$ cat src/rtl/max_pcx_unpacker_if.sv
// PCX unpacker bus: FIFO read side plus the packet valid/ready output
// and the status counters. The slave modport belongs to the unpacker;
// the master modport is the FIFO/host side.
interface max_pcx_unpacker_if #(
  parameter int PKT_W = 124,
  parameter int CNT_W = 16
);
  logic             max_pcx_empty;
  logic             max_pcx_almost_empty;
  logic [31:0]      max_pcx_data;
  logic             max_pcx_read;
  logic [PKT_W-1:0] pcx_pkt;
  logic             pcx_pkt_vld;
  logic             pcx_pkt_rdy;
  logic [CNT_W-1:0] pkt_count;
  logic [CNT_W-1:0] drop_count;
  logic             fmt_err;

  modport slave (
    input  max_pcx_empty, max_pcx_almost_empty, max_pcx_data, pcx_pkt_rdy,
    output max_pcx_read, pcx_pkt, pcx_pkt_vld, pkt_count, drop_count, fmt_err
  );

  modport master (
    output max_pcx_empty, max_pcx_almost_empty, max_pcx_data, pcx_pkt_rdy,
    input  max_pcx_read, pcx_pkt, pcx_pkt_vld, pkt_count, drop_count, fmt_err
  );
endinterface

$ cat src/rtl/max_pcx_unpacker.sv
// Pulls 32-bit words from the PCX FIFO, reassembles each group of WORDS
// words into one PKT_W-bit packet and offers it on a valid/ready output.
// Packets whose top (valid) bit is clear are counted and discarded.
module max_pcx_unpacker #(
  parameter int PKT_W = 124,
  parameter int WORDS = 4,
  parameter int CNT_W = 16
) (
  input logic                gclk,
  input logic                arst_l,
  max_pcx_unpacker_if.slave  bus
);
  localparam int WC_W   = $clog2(WORDS);
  // word 0 carries only the top slice of the packet; its upper bits must be 0
  localparam int HEAD_W = PKT_W - 32 * (WORDS - 1);

  typedef enum logic {ST_ASSEMBLE, ST_HOLD} state_t;

  state_t           r_state;
  logic             r_en;        // blocks reads during the first cycle out of reset
  logic             r_rd_vld;    // a read was accepted last cycle, data is on the bus now
  logic             r_guard;     // last read took the final word; flags may be stale
  logic [WC_W-1:0]  r_word_cnt;
  logic [PKT_W-1:0] r_asm;
  logic [PKT_W-1:0] r_pkt;
  logic             r_vld;
  logic             r_fmt_err;
  logic [CNT_W-1:0] r_pkt_cnt;
  logic [CNT_W-1:0] r_drop_cnt;

  logic             w_room;
  logic             w_read;
  logic             w_last;
  logic             w_accept;
  logic             w_out_free;
  logic [PKT_W-1:0] w_full;

  // words received plus the one in flight must leave room in the packet
  assign w_room     = ({1'b0, r_word_cnt} + {{WC_W{1'b0}}, r_rd_vld}) < (WC_W+1)'(WORDS);
  assign w_read     = r_en & ~bus.max_pcx_empty & ~r_guard & (r_state == ST_ASSEMBLE) & w_room;
  assign w_last     = r_rd_vld & (r_word_cnt == WC_W'(WORDS - 1));
  assign w_accept   = r_vld & bus.pcx_pkt_rdy;
  assign w_out_free = ~r_vld | bus.pcx_pkt_rdy;
  // completed packet as it looks in the cycle the final word arrives
  assign w_full     = {r_asm[PKT_W-1:32], bus.max_pcx_data};

  assign bus.max_pcx_read = w_read;
  assign bus.pcx_pkt      = r_pkt;
  assign bus.pcx_pkt_vld  = r_vld;
  assign bus.pkt_count    = r_pkt_cnt;
  assign bus.drop_count   = r_drop_cnt;
  assign bus.fmt_err      = r_fmt_err;

  // assembly FSM, FIFO read pipeline, output register and counters
  always_ff @(posedge gclk or negedge arst_l) begin
    if (!arst_l) begin
      r_state    <= ST_ASSEMBLE;
      r_en       <= 1'b0;
      r_rd_vld   <= 1'b0;
      r_guard    <= 1'b0;
      r_word_cnt <= '0;
      r_asm      <= '0;
      r_pkt      <= '0;
      r_vld      <= 1'b0;
      r_fmt_err  <= 1'b0;
      r_pkt_cnt  <= '0;
      r_drop_cnt <= '0;
    end else begin
      r_en     <= 1'b1;
      r_rd_vld <= w_read;
      r_guard  <= w_read & bus.max_pcx_almost_empty;
      // consumed output empties unless a new packet lands below
      if (w_accept) r_vld <= 1'b0;
      case (r_state)
        ST_ASSEMBLE: begin
          if (r_rd_vld) begin
            if (r_word_cnt == '0) begin
              r_asm[PKT_W-1 -: HEAD_W] <= bus.max_pcx_data[HEAD_W-1:0];
              if (|bus.max_pcx_data[31:HEAD_W]) r_fmt_err <= 1'b1;
            end
            for (int k = 1; k < WORDS; k++) begin
              if (r_word_cnt == WC_W'(k)) r_asm[(WORDS-1-k)*32 +: 32] <= bus.max_pcx_data;
            end
            if (w_last) begin
              r_word_cnt <= '0;
              if (!w_full[PKT_W-1]) begin
                r_drop_cnt <= r_drop_cnt + 1'b1;
              end else if (w_out_free) begin
                r_pkt     <= w_full;
                r_vld     <= 1'b1;
                r_pkt_cnt <= r_pkt_cnt + 1'b1;
              end else begin
                r_state <= ST_HOLD;
              end
            end else begin
              r_word_cnt <= r_word_cnt + 1'b1;
            end
          end
        end
        ST_HOLD: begin
          // held packet moves up in the same cycle the old one is taken
          if (w_accept) begin
            r_pkt     <= r_asm;
            r_vld     <= 1'b1;
            r_pkt_cnt <= r_pkt_cnt + 1'b1;
            r_state   <= ST_ASSEMBLE;
          end
        end
      endcase
    end
  end
endmodule

$ cat src/flat_wrapper.sv
// flat-port wrapper written by rule: the top's interface ports become plain ports
module max_pcx_unpacker_flat 
#(
  parameter int PKT_W = 124,
  parameter int WORDS = 4,
  parameter int CNT_W = 16
)
  (gclk, arst_l, bus_max_pcx_empty, bus_max_pcx_almost_empty, bus_max_pcx_data, bus_pcx_pkt_rdy, bus_max_pcx_read, bus_pcx_pkt, bus_pcx_pkt_vld, bus_pkt_count, bus_drop_count, bus_fmt_err);
  max_pcx_unpacker_if #(.PKT_W(PKT_W), .CNT_W(CNT_W)) bus_i ();
  input logic gclk;
  input logic arst_l;
  input wire logic [$bits(bus_i.max_pcx_empty)-1:0] bus_max_pcx_empty;
  input wire logic [$bits(bus_i.max_pcx_almost_empty)-1:0] bus_max_pcx_almost_empty;
  input wire logic [$bits(bus_i.max_pcx_data)-1:0] bus_max_pcx_data;
  input wire logic [$bits(bus_i.pcx_pkt_rdy)-1:0] bus_pcx_pkt_rdy;
  output wire logic [$bits(bus_i.max_pcx_read)-1:0] bus_max_pcx_read;
  output wire logic [$bits(bus_i.pcx_pkt)-1:0] bus_pcx_pkt;
  output wire logic [$bits(bus_i.pcx_pkt_vld)-1:0] bus_pcx_pkt_vld;
  output wire logic [$bits(bus_i.pkt_count)-1:0] bus_pkt_count;
  output wire logic [$bits(bus_i.drop_count)-1:0] bus_drop_count;
  output wire logic [$bits(bus_i.fmt_err)-1:0] bus_fmt_err;
  assign bus_i.max_pcx_empty = bus_max_pcx_empty;
  assign bus_i.max_pcx_almost_empty = bus_max_pcx_almost_empty;
  assign bus_i.max_pcx_data = bus_max_pcx_data;
  assign bus_i.pcx_pkt_rdy = bus_pcx_pkt_rdy;
  assign bus_max_pcx_read = bus_i.max_pcx_read;
  assign bus_pcx_pkt = bus_i.pcx_pkt;
  assign bus_pcx_pkt_vld = bus_i.pcx_pkt_vld;
  assign bus_pkt_count = bus_i.pkt_count;
  assign bus_drop_count = bus_i.drop_count;
  assign bus_fmt_err = bus_i.fmt_err;
  max_pcx_unpacker #(.PKT_W(PKT_W), .WORDS(WORDS), .CNT_W(CNT_W)) u_core (.gclk(gclk), .arst_l(arst_l), .bus(bus_i));
endmodule
$ cat config.mk
export PLATFORM = sky130hd
export DESIGN_NAME = max_pcx_unpacker_flat
export DESIGN_NICKNAME = d
export VERILOG_FILES = /design/src/rtl/max_pcx_unpacker_if.sv /design/src/rtl/max_pcx_unpacker.sv /design/src/flat_wrapper.sv
export SDC_FILE = /design/constraint.sdc
export NUM_CORES = 1
export LEC_CHECK = 0
export ABC_AREA = 1
export CAP_MARGIN = 10
export CORE_MARGIN = 3
export CORE_UTILIZATION = 25
export DETAILED_ROUTE_END_ITERATION = 10
export GPL_TIMING_DRIVEN = 0
export PLACE_DENSITY = 0.4
export SETUP_SLACK_MARGIN = 0.15
export SKIP_CTS_REPAIR_TIMING = 1
export SYNTH_ARGS = -nofsm -noshare
export SYNTH_HDL_FRONTEND = slang
export SYNTH_SLANG_ARGS = --single-unit
$ cat constraint.sdc
create_clock -name gclk -period 1.9 [get_ports gclk]
set_input_delay 0.285 -clock gclk [delete_from_list [all_inputs] [get_ports gclk]]
set_output_delay 0.285 -clock gclk [all_outputs]
set_load 0.01 [all_outputs]
Word-level counts from Yosys, hierarchy flattened
Cells that the tools add are included.
{"block": "word_totals", "ff_bits": 288, "in_bits": 37, "out_inout_bits": 159, "elab_cells": 76}
{"block": "classes", "addsub": 4, "magnitude_cmp": 1, "eq_ne": 8, "muxes": 26, "n_bitwise": 13, "n_reduce_logical": 10}
{"cell": "2-to-1 mux 124 bit", "n": 5}
{"cell": "case mux 124 bit (2 select lines)", "n": 1}
{"cell": "2-to-1 mux 16 bit", "n": 5}
{"cell": "adder 16 x 1 -> 16 bit, second input constant", "n": 2}
{"cell": "case mux 16 bit (2 select lines)", "n": 1}
{"cell": "AND reduction 3 bit", "n": 4}
{"cell": "2-to-1 mux 1 bit", "n": 11}
{"cell": "!= test 2 x 1 -> 1 bit, second input constant", "n": 4}
{"cell": "AND reduction 4 bit", "n": 2}
{"cell": "AND 1 bit", "n": 7}
{"cell": "NOT 1 bit", "n": 5}
{"cell": "AND reduction 5 bit", "n": 1}
{"cell": "equality test 2 bit, second input constant", "n": 2}
{"cell": "case mux 1 bit (2 select lines)", "n": 2}
{"cell": "OR reduction 4 bit", "n": 1}
{"cell": "adder 2 x 1 -> 3 bit", "n": 1}
{"cell": "< comparator 3 bit, second input constant", "n": 1}
{"cell": "adder 2 x 1 -> 2 bit, second input constant", "n": 1}
{"cell": "equality test 2 x 1 -> 1 bit, second input constant", "n": 1}
{"cell": "zero test 2 bit", "n": 1}
{"cell": "2-to-1 mux 2 bit", "n": 1}
{"cell": "!= test 2 bit, second input constant", "n": 1}
{"cell": "AND reduction 2 bit", "n": 1}
{"cell": "bitwise OR 1 bit", "n": 1}

Logic depth before layout (Yosys ltp)
Gate-level depths: netlist (run 1).
{"block": "logic_depth", "word_depth": 7, "mapped_depth": 9, "ltp_nobuf": 8}

Least setup slack after synthesis (run 1)
No wires, ideal clock.
{"block": "synth_timing", "path_kind": "register to output", "from": "register u_core.r_state", "to": "output bus_max_pcx_read", "arrival_ns": 1.108, "required_time_ns": 1.615, "slack_ns": 0.507, "stages_incl_launch_ff": 6, "path_buffers": 2, "cell_sequence": "dfrtp_1 -> inv_2 -> buf_2 -> buf_2 -> nand3_1 -> nor2_1"}
{"block": "synth_via", "elab_chain_len": 3}
{"item": "from (decl)", "line_no": "max_pcx_unpacker.sv:19", "text": "state_t r_state;"}
{"item": "from (signal assigned)", "line_no": "max_pcx_unpacker.sv:57", "text": "r_state <= ST_ASSEMBLE;"}
{"item": "from (signal assigned)", "line_no": "max_pcx_unpacker.sv:93", "text": "r_state <= ST_HOLD;"}
{"item": "from (signal assigned)", "line_no": "max_pcx_unpacker.sv:106", "text": "r_state <= ST_ASSEMBLE;"}
{"item": "NOT 1 bit (no line)"}
{"item": "AND 1 bit (2 in series)", "line_no": "max_pcx_unpacker.sv:40", "text": "assign w_read = r_en & ~bus.max_pcx_empty & ~r_guard & (r_state == ST_ASSEMBLE) & w_room;"}
{"item": "to (decl)", "line_no": "flat_wrapper.sv:16", "text": "output wire logic [$bits(bus_i.max_pcx_read)-1:0] bus_max_pcx_read;"}
Every way passes these cells.

Worst setup path after layout (run 1)
Same ends and word-level chain as after synthesis.

==> results.md, run 1 <==
- Post-Synth XOR/XNOR Area: 0.008306
- Fin crit period: 1896 ps
- Yosys warnings: 0
- Worst-path clk slew: around 60 ps
- Reg2reg setup slack: approximately 130 ps
- Post-Synthesis Cells: between 1000 and 1500
- Area Growth Syn to Fin: 39.53%
- Seq/Total Area, Yosys: 0.6214
- Mapped Area: 11600 um^2
- Critical-path top delay cell: dfrtp_1
- Synth area leaders: dfrtp_1 62%, nand2_1 19%, o21ai_0 5.8%, inv_1 2.9%, o22ai_1 1.7%
- DR iter-0 viols: roughly 580
- Commonest non-fill, non-tap cell in the layout: nand2_1
- I/O Pins: approximately 200
- DRC: 0
- Layout fillers: 4709
- Final Hold Fails: 68
- Vias in the first global route: between 9000 and 10000
- Period utilisation layout: 0.9981
- Pint: 17.10 mW
- Crit Path Class: register to primary output
- Fmax: between 500 and 600 MHz
- Number of max-cap violations: 0
- Post-Synth Simple-Gate Area: 0.2265
- Most frequent cells in the layout: 594 x nand2_1, 278 x dfrtp_1, 141 x dlymetal6s2s_1, 133 x o21ai_0, 91 x inv_1
- Setup total negative slack: 0 ps
- Power per cell area: approximately 1600 nW/um^2
- Initial core utilization: 0.2545
- Slew Limit Fails: 0
- Critical path launch point type: register
- Gr ovfl total: 0
- Antenna Nets Post-Route: 0
- Drt total wl: 37670 um
- Violated checks: negative hold slack
- Relative slew slack: 0.5460
- Adder-Cell Fraction of Synth Area: 0.006472
- CP bufs+invs: 4
- Die area: 49020 um^2
- NetSw: between 9 and 10 mW
- Crit path DAT: about 1600 ps
- Pin count of the biggest net entering global routing: 90
- Die width: 221.4 um
- Worst-path fanout max: 6
- Avg WL per Cell: 17.21 um
- Largest family of logic cells by synthesized area: simple AND/OR/NAND/NOR gates
- Syn_area_per_cell: between 8 and 9 um^2
- Core Box Area: 45580 um^2
- Layout cells sized above 1: 0.1027
- Comb power frac: 0.348
- Cell chain of the critical path: inv_2 -> buf_6 -> buf_8 -> nand3_4 -> nor2_4 -> buf_6
- Mux share of post-synthesis cell area: 0
- # port buffers: roughly 200
- Max stage delay on crit path: just over 400 ps
- Worst Max-Slew Pin Slew: between 600 and 700 ps
- Top delay family on crit path: buffers and inverters
- Longest Clk Path Bufs: 3
- FF/Latch Area: approximately 7200 um^2
- Clock power share: 0.250
- Required time of the worst setup path: ~1600 ps
- Status: finished with violations
- Routability cong.: about 0.75
- Clock Skew: between 20 and 25 ps
- Top cell by count, worst path: buf_6
- Total power: 26.34 mW
- Lkg Pwr: approximately 9.4 nW
- Post-synth top area cell: dfrtp_1
- Reg-to-Reg Start: u_core.r_word_cnt[1]$_DFFE_PN0P_
- RSZ-0062 raised after global routing: yes
- Clk sinks: about 290
- Root Buffer: clkbuf_16
- Multi-input gate area: about 3700 um^2
- Seq cells post-synth: ~290
- Worst reg2reg path depth: 9
- Fin nets: approximately 1600
- Post-Syn Nets: about 1300
- Distinct cells, synth: 26
- Die H: roughly 220 um
- TritonRoute pass-1 iters: 5
- CTS HTree Levels: 2
- Placement Rows: 78
- HP Class: primary input to async pin
- Total GRT Usage: 0.1532
- CTS tree: done
- Area fraction of the dominant cell type after synthesis: 0.6214
- Reg2reg end: u_core.bus.pcx_pkt[0]$_DFFE_PN0P_
- Compound-gate portion of the synthesized area: 0.07573
- Flop pwr share: 0.403
- Routed via count: roughly 9300
- First-pass GRT wire length: between 50000 and 60000 um
- Hold Slack: -299.7 ps
- Worst-Skew Late Latency: 550 ps
- Initial antenna violation count: 2
- Setup violators final: 0
- Worst vdd ir: approximately 600 uV
- Sw frac: 0.3508
- Hpwl dp: approximately 27000 um
- CP endpoint kind: primary output
- Total CTS buffers: 36
- Vias per inst: roughly 4.2
through the flow:
stage | cell area (um^2) | cells | util | setup slack [ps]
final | 16180 | 2189 | 0.3551 | 3.540
after detailed placement | 14390 | 2102 | 0.3157 | -269.8
after global placement | 14300 | 2099 | 0.3138 | -13110
after global routing | 16180 | 2188 | 0.3550 | -91.18
after CTS | 15500 | 2162 | 0.3400 | -888.1
after floorplan | 11600 | 1304 | - | 507.4
Yosys cell counts (all sizes together):
library cell	count
nand3	18
clkbuf	14
o22ai	32
nor4	1
o21bai	1
ha	6
nor3b	1
nor2	42
o21ai	134
nand2	598
nand3b	8
xor2	7
and2	2
nand4	5
buf	47
conb	1
dfrtp	288
inv	95
xnor2	4
per-layer routing:
metal  vias to the layer above  GRT usage  share of wire
li1                       4612          -              -
met1                      4453     0.2083           0.47
met2                       163     0.2438           0.46
met3                        53    0.03449          0.042
met4                         2    0.04819          0.021
met5                         -          0        0.00053
kinds of logic after synthesis:
family / count (synthesis)
AOI/OAI and AO/OA: 167
adders and majority gates: 6
buffers and inverters: 156
DFF: 288
xor gates and xnor gates: 11
and+or+nand+nor: 675
other: 1
registers in the layout, summed over array words and instances, names as in the netlist:
name,flops
u_core.r_state,1
u_core.bus.pkt_count,16
u_core.r_asm,124
u_core.bus.pcx_pkt,124
u_core.r_en,1
u_core.r_word_cnt,2
u_core.bus.pcx_pkt_vld,1
u_core.r_rd_vld,1
u_core.r_guard,1
u_core.bus.fmt_err,1
u_core.bus.drop_count,16
layout make-up:
cell class	count	share of cell area
Multi-Input combinational cell	860	0.2307
Inverter	95	0.02234
Timing Repair Buffer	223	0.1595
Tap cell	600	0.04639
Sequential cell	288	0.4461
Clock buffer	51	0.06355
Buffer	61	0.02613
Antenna cell	2	0.0003093
Clock inverter	9	0.004948
power by group through the flow:
stage,clock network [mW],registers [mW],logic [mW]
floorplan,0,10.9,4.04
global placement,0,10.8,9.22
detailed placement,0,10.8,9.34
CTS,6.83,10.7,9.40
global route,7.04,10.9,10.4
finish,6.58,10.6,9.16
worst max-delay path by stage:
stage | from | endpoint | slack [ps] | cells after the start
3_3_place_gp | arst_l | u_core.bus.pcx_pkt[10]$_DFFE_PN0P_ | -13110 | 1
5_1_grt | u_core.r_state$_DFF_PN0_ | bus_max_pcx_read | -90 | 6
4_1_cts | u_core.r_state$_DFF_PN0_ | bus_max_pcx_read | -890 | 6
2_1_floorplan | u_core.r_state$_DFF_PN0_ | bus_max_pcx_read | 510 | 5
6_report | u_core.r_state$_DFF_PN0_ | bus_max_pcx_read | 4 | 6
3_5_place_dp | u_core.r_state$_DFF_PN0_ | bus_max_pcx_read | -270 | 6
Power figures use the tool's default switching activity.
==> inputs of run 2 (changes only) <==
--- a/config.mk
+++ b/config.mk
@@ -9,6 +9,7 @@
 export CAP_MARGIN = 10
 export CORE_MARGIN = 3
 export CORE_UTILIZATION = 25
+export CTS_BUF_LIST = sky130_fd_sc_hd__clkbuf_8 sky130_fd_sc_hd__clkbuf_16
 export DETAILED_ROUTE_END_ITERATION = 10
 export GPL_TIMING_DRIVEN = 0
 export PLACE_DENSITY = 0.4
==> results.md, run 2 (synthesized netlist as in run 1, its figures left out) <==
- Crit Path Class: register to primary output
- Power per cell area: 1624 nW/um^2
- Commonest non-fill, non-tap cell in the layout: nand2_1
- Worst reg2reg path depth: 9
- Vias per inst: 4.245
- Worst Max-Slew Pin Slew: approximately 680 ps
- FF/Latch Area: 7219 um^2
- Violated checks: negative hold slack
- Routability cong.: approximately 0.75
- DR iter-0 viols: 593
- Total power: 26.29 mW
- First-pass GRT wire length: a little under 60000 um
- Placement Rows: 78
- Initial core utilization: 0.2545
- Die area: between 40000 and 50000 um^2
- Placed cells: between 2000 and 2500
- Required time of the worst setup path: 1620 ps
- Post-layout util: 0.3551
- Sw frac: 0.3514
- Avg WL per Cell: between 15 and 20 um
- Root Buffer: clkbuf_16
- CP endpoint kind: primary output
- I/O Pins: between 150 and 200
- Die width: approximately 220 um
- Layout fillers: between 4000 and 5000
- NetSw: 9.238 mW
- # port buffers: between 150 and 200
- Status: finished with violations
- Core Box Area: roughly 46000 um^2
- Worst vdd ir: around 600 uV
- Fin crit period: approximately 1900 ps
- Flop pwr share: 0.403
- Longest Clk Path Bufs: 3
- Pin count of the biggest net entering global routing: 90
- Relative slew slack: 0.5459
- Fmax: between 500 and 600 MHz
- Initial antenna violation count: 2
- Worst-path fanout max: 6
- CTS HTree Levels: 2
- Hpwl dp: 26630 um
- Gr ovfl total: 0
- Die H: ~220 um
- Worst-Skew Late Latency: 550 ps
- Slew Limit Fails: 0
- Vias in the first global route: between 9000 and 10000
- Layout Cells excl Fill: 2189
- HP Class: primary input to async pin
- Clk sinks: between 200 and 300
- Layout cells sized above 1: 0.1027
- Multi-input gate area: around 3700 um^2
- Crit path DAT: roughly 1600 ps
- Antenna Nets Post-Route: 0
- RSZ-0062 raised after global routing: yes
- DRC: 0
- Comb power frac: 0.348
- Most frequent cells in the layout: 594 x nand2_1, 278 x dfrtp_1, 141 x dlymetal6s2s_1, 133 x o21ai_0, 100 x inv_1
- Number of max-cap violations: 0
- Clock power share: 0.248
- Worst-path clk slew: about 60 ps
- Hold Slack: -299.3 ps
- Reg2reg setup slack: approximately 130 ps
- Routed via count: 9292
- Lkg Pwr: about 9.5 nW
- Area Growth Syn to Fin: 39.53%
- Reg-to-Reg Start: u_core.r_word_cnt[1]$_DFFE_PN0P_
- Critical path launch point type: register
- Total GRT Usage: 0.1532
- TritonRoute pass-1 iters: 5
- Reg2reg end: u_core.bus.pcx_pkt[0]$_DFFE_PN0P_
- Pint: roughly 17 mW
- CTS tree: done
- Fin nets: 1608
- Clock Skew: between 20 and 30 ps
- Period utilisation layout: 0.9982
- Final Hold Fails: ~70
- Setup violators final: 0
- Drt total wl: about 38000 um
- Total CTS buffers: 36
run 2: how the worst max path moves through the flow:
stage,from,endpoint,slack (ps),cells after the start
2_1_floorplan,u_core.r_state$_DFF_PN0_,bus_max_pcx_read,510,5
3_3_place_gp,arst_l,u_core.bus.pcx_pkt[10]$_DFFE_PN0P_,-13110,1
3_5_place_dp,u_core.r_state$_DFF_PN0_,bus_max_pcx_read,-270,6
4_1_cts,u_core.r_state$_DFF_PN0_,bus_max_pcx_read,-890,6
5_1_grt,u_core.r_state$_DFF_PN0_,bus_max_pcx_read,-90,6
6_report,u_core.r_state$_DFF_PN0_,bus_max_pcx_read,3,6
run 2: metrics by stage:
| stage | TNS, ps | cell area (um^2) | hold slack, ps | setup WS [ps] |
|---|---|---|---|---|
| 2_1_floorplan | 0 | 11600 | -10.59 | 507.4 |
| 3_3_place_gp | -3767450 | 14300 | 451.0 | -13110 |
| 3_5_place_dp | -5964 | 14390 | 306.4 | -269.8 |
| 4_1_cts | -2518 | 15500 | -291.8 | -888.2 |
| 5_1_grt | -99.09 | 16180 | -269.5 | -91.51 |
| 6_report | 0 | 16180 | -299.3 | 3.425 |
run 2: routing by layer:
layer  part of all wire  global-route usage  vias to the layer above
met2               0.46              0.2438                      170
met4              0.021             0.04819                        2
met3              0.043             0.03449                       53
met1               0.47              0.2083                     4455
met5            0.00053                   0                        -
li1                   -                   -                     4612
run 2: layout make-up:
class,count,area share
timing repair buffer,223,0.1595
tap,600,0.04639
multi-input combinational,860,0.2307
buffer,61,0.02613
sequential,288,0.4461
antenna,2,0.0003093
clock inverter,18,0.007036
clock buffer,42,0.06147
inverter,95,0.02234
run 2: worst max-delay path, cell delays in order, from the launching register on:
cell and delay (ps):
dfrtp_1 410, inv_2 110, buf_6 120, buf_8 100, nand3_4 80, nor2_4 130
buf_6 110
run 2: power groups by stage:
stage               Sequential (mW)  Combinational [mW]  Clock, mW
floorplan                      10.9                4.04          0
global placement               10.8                9.22          0
global route                   10.9                10.4       7.00
detailed placement             10.8                9.34          0
CTS                            10.7                9.40       6.78
finish                         10.6                9.16       6.53
